===== config.mk =====
export PLATFORM = sky130hd
export DESIGN_NAME = mux4_to_1_tdm
export DESIGN_NICKNAME = d
export VERILOG_FILES = /design/src/rtl/mux4_to_1_tdm.sv
export SDC_FILE = /design/constraint.sdc
export NUM_CORES = 1
export LEC_CHECK = 0
export ABC_AREA = 1
export ABC_CLOCK_PERIOD_IN_PS = 3300
export CAP_MARGIN = 20
export CORE_MARGIN = 4
export CORE_UTILIZATION = 55
export CTS_BUF_LIST = sky130_fd_sc_hd__clkbuf_2
export CTS_CLUSTER_DIAMETER = 80
export DETAILED_ROUTE_END_ITERATION = 8
export GPL_TIMING_DRIVEN = 1
export PLACE_DENSITY = 0.85
export SYNTH_ARGS = -nofsm -noshare
export SYNTH_HDL_FRONTEND = slang
export SYNTH_SLANG_ARGS = --single-unit
export TNS_END_PERCENT = 10

===== constraint.sdc =====
create_clock -name clk -period 3.3 [get_ports clk]
set_input_delay 0.33 -clock clk [delete_from_list [all_inputs] [get_ports clk]]
set_output_delay 0.33 -clock clk [all_outputs]
set_load 0.02 [all_outputs]

===== src/rtl/mux4_to_1_tdm.sv =====
// Four-channel TDM transmitter: buffers one word per channel and sends pending
// words round-robin, one per clock, tagged with their channel number on {s1,s0}.
module mux4_to_1_tdm #(
  parameter int WIDTH = 1
) (
  input  logic             clk,
  input  logic             rst_n,
  input  logic [WIDTH-1:0] in0,
  input  logic [WIDTH-1:0] in1,
  input  logic [WIDTH-1:0] in2,
  input  logic [WIDTH-1:0] in3,
  input  logic [3:0]       wr,
  input  logic             clr_ovf,
  output logic [3:0]       busy,
  output logic [WIDTH-1:0] out,
  output logic             s1,
  output logic             s0,
  output logic             out_valid,
  output logic [3:0]       overflow
);

  typedef enum logic {
    IDLE = 1'b0,
    SEND = 1'b1
  } state_t;

  state_t           state;
  state_t           state_next;
  logic [WIDTH-1:0] hold [4];
  logic [WIDTH-1:0] in_arr [4];
  logic [1:0]       rr_ptr;
  logic [1:0]       gnt_idx;
  logic             gnt_found;
  logic             gnt_en;
  logic [3:0]       gnt_oh;
  logic [3:0]       capture;
  logic [3:0]       busy_next;
  logic [3:0]       overflow_next;

  assign in_arr[0] = in0;
  assign in_arr[1] = in1;
  assign in_arr[2] = in2;
  assign in_arr[3] = in3;

  // Search starts just past the last granted channel; k=4 wraps back to rr_ptr itself.
  always_comb begin
    logic [1:0] cand;
    gnt_idx   = rr_ptr;
    gnt_found = 1'b0;
    cand      = 2'd0;
    for (int k = 1; k <= 4; k++) begin
      cand = rr_ptr + 2'(k);
      if (!gnt_found && busy[cand]) begin
        gnt_idx   = cand;
        gnt_found = 1'b1;
      end
    end
  end

  always_ff @(posedge clk or negedge rst_n) begin
    if (!rst_n) begin
      state <= IDLE;
    end else begin
      state <= state_next;
    end
  end

  always_comb begin
    state_next = state;
    case (state)
      IDLE:    if (|busy_next)  state_next = SEND;
      SEND:    if (!(|busy_next)) state_next = IDLE;
      default: state_next = IDLE;
    endcase
  end

  always_comb begin
    gnt_en = 1'b0;
    gnt_oh = 4'b0000;
    if (state == SEND && gnt_found) begin
      gnt_en = 1'b1;
      gnt_oh = 4'b0001 << gnt_idx;
    end
  end

  // A busy channel may only be rewritten on the cycle its old word leaves.
  always_comb begin
    capture       = wr & (~busy | gnt_oh);
    busy_next     = capture | (busy & ~gnt_oh);
    overflow_next = (overflow & {4{~clr_ovf}}) | (wr & busy & ~gnt_oh);
  end

  always_ff @(posedge clk or negedge rst_n) begin
    if (!rst_n) begin
      busy     <= 4'b0000;
      overflow <= 4'b0000;
      for (int i = 0; i < 4; i++) begin
        hold[i] <= '0;
      end
    end else begin
      busy     <= busy_next;
      overflow <= overflow_next;
      for (int i = 0; i < 4; i++) begin
        if (capture[i]) begin
          hold[i] <= in_arr[i];
        end
      end
    end
  end

  // rr_ptr resets to 3 so that channel 0 is searched first.
  always_ff @(posedge clk or negedge rst_n) begin
    if (!rst_n) begin
      out       <= '0;
      s1        <= 1'b0;
      s0        <= 1'b0;
      out_valid <= 1'b0;
      rr_ptr    <= 2'd3;
    end else begin
      out_valid <= gnt_en;
      if (gnt_en) begin
        out    <= hold[gnt_idx];
        s1     <= gnt_idx[1];
        s0     <= gnt_idx[0];
        rr_ptr <= gnt_idx;
      end
    end
  end

endmodule


==> impl_metrics.ini <==
[floorplanning]
io_pins = 23
rows = 16
die_h_um = 53.7
core_um2 = 1960
start_util_pct = 58.4
die_area_um2 = 2880
die_w_um = 53.7

[run]
cap_violations = 0

[layout]
drive_above_1_share_pct = 21.1
fin_util_pct = 71.2
multi_input_area_um2 = 573
fillers = 163
area_growth_pct = 21.9
diodes = 0
nets = 187
regArea_um2 = 478

[synth]
synth_top_cell_by_area = dfrtp_1
synthTopCellsByCount = nand2_1, nand2_2, dfrtp_1
yosysMostFrequentCell = nand2_1
synth_seq_cells = 19
synth_cell_types = 21
syn_nets = 162
synth-seq-area-share_pct = 41.7
synth_top_cell_area_share_pct = 37.1
synth_area_leaders = dfrtp_1, nand2_1, nand2_2, nand3_1, dfstp_2
avgSynthCellArea_um2 = 7.59
yosys_warnings = 0
synthArstFlopShare_pct = 100
synth_edf_count = 0
syn-cell-area_um2 = 1150
synthCells = 151
synth_flop_cell = dfrtp_1

[clock_tree]
cts_setup_buffers = 0
clock_latency_ps = 310
clk_path_buf_depth = 2
cts_hold_buffers = 0
cts_made_buffers = 3
root_buffer = clkbuf_2
tritoncts = yes
clock_sinks = 19
cts_resized = 0
htreeDepth = 1
clk_pin_slew_ps = 180

[sta]
maxSlewViolCount = 0
finalSetupTns_ps = 0
max_slew_margin_pct = 43.5
finalCritPeriodShare_pct = 61.5
max_freq_mhz = 493
rsz0062_at_grt = false
setup_viol = 0
hold_violations = 0
tightest_slew_ps = 845
finClkSkew_ps = 7.21
min_period_ps = 2030

[global_routing]
grt_pass1_wl_um = 4510
grt_use_met3_pct = 3.88
grt_pass1_vias = 1072
grt_util_all_layers_pct = 21.5
grt_use_met2_pct = 38.8
grt_busiest_layer = met2
grt.met1_usage_pct = 25.4
grt-ovfl-total = 0
grt_max_degree = 20
antenna_found_initial = 0

[worst_setup_path]
path_buf_inv = 1
startpoint_type = register
arrival_ps = 2260
cpPeakStageDelay_ps = 710
cp_data_required_time_ps = 3530
crit_path_top_delay_cell = dfstp_2
cp_cell_sequence = nand2_1, nand2_2, nand2_1, nand2_2, inv_2, nand3_2, nand2_2, nor2_4, nand2_1, nand2_2, nand2_1, nor2_1, nand2_1
crit_type = register to register
cp_top_family = simple AND/OR/NAND/NOR gates
path_common_cell = nand2_1
worst-path-max-fanout = 10
end_kind = register

[placement]
portBuffers = 22
dp_hpwl_um = 2040
globalplace.congestion = 0.859

[detailed_routing]
drt_iter0_markers = 20
vias = 1035
viasPerCell = 5.12
route.antenna.remaining_nets = 0
dr.pass1.iters = 4
wl_um = 2520
drc_errors = 0
post_drt_wl_per_cell_um = 12.5

[worst_hold_path]
hp-class = input pin to async pin

[run_status]
outcome = complete, no violations
worst reg2reg max path, cell delays in order, from the launching register on:
cell	delay [ps]
dfstp_2	710
nand2_1	120
nand2_2	130
nand2_1	70
nand2_2	120
inv_2	50
nand3_2	70
nand2_2	110
nor2_4	170
nand2_1	90
nand2_2	90
nand2_1	80
nor2_1	90
nand2_1	50
path summary, 6_finish.rpt:
path	from	end	slack, ps	cells after the start
max in group asynchronous	rst_n	out	2310	1
min	rst_n	busy[1]	480	1
max reg2reg	rr_ptr[0]	state	1270	13
max	rr_ptr[0]	state	1270	13
min in group clk	hold[2]	hold[2]	510	2
min reg2reg	hold[2]	hold[2]	510	2
final cells by class:
class	count	share of cell area [%]
multi-input combinational	114	41.0
sequential	19	34.2
timing repair buffer	22	15.8
tap	27	2.42
clock buffer	3	1.07
inverter	16	5.19
clock inverter	1	0.358
cell families after synthesis:
kind of cell	count (synthesis)	share of synthesized area (%)
flops	19	41.7
buf+inv	18	8.30
compound gates	9	4.58
simple gates	105	45.4
flip-flops by register name, summed over array words and instances (netlist names):
signal	flops
out	1
state	1
s1	1
overflow	4
rr_ptr	2
s0	1
busy	4
out_valid	1
hold	4
metal layers:
metal / wire length, µm / part of all wire, %
met2: 1330 / 53
met5: 0 / 0
met1: 1070 / 42
met3: 92 / 3.7
met4: 29 / 1.2
through the flow:
step / area (µm²) / setup WS, ps / hold WS (ps) / cells
2_1_floorplan: 1150 / 1520 / 34.4 / 151
3_3_place_gp: 1380 / 1320 / 464 / 198
3_5_place_dp: 1380 / 1300 / 467 / 198
4_1_cts: 1400 / 1270 / 477 / 202
5_1_grt: 1400 / 1050 / 509 / 202
6_report: 1400 / 1270 / 476 / 202
cells in the final DEF (no fill, tap or decap):
master / n
nand2_1: 58
clkdlybuf4s50_1: 22
nand2_2: 18
dfrtp_1: 17
nand3_1: 15
inv_1: 11
nor2_1: 5
nand2_4: 4
o22ai_1: 4
o21ai_0: 3
clkbuf_2: 3
nor2_2: 2
inv_2: 2
dfstp_2: 2
inv_8: 1
inv_6: 1
nand3_2: 1
nand3_4: 1
nor2_4: 1
clkinv_1: 1
o21bai_1: 1
a21oi_1: 1
clkinv_2: 1
Power is not shown: default switching activity piles up to over one toggle a cycle in this logic, so the estimate is an artifact.
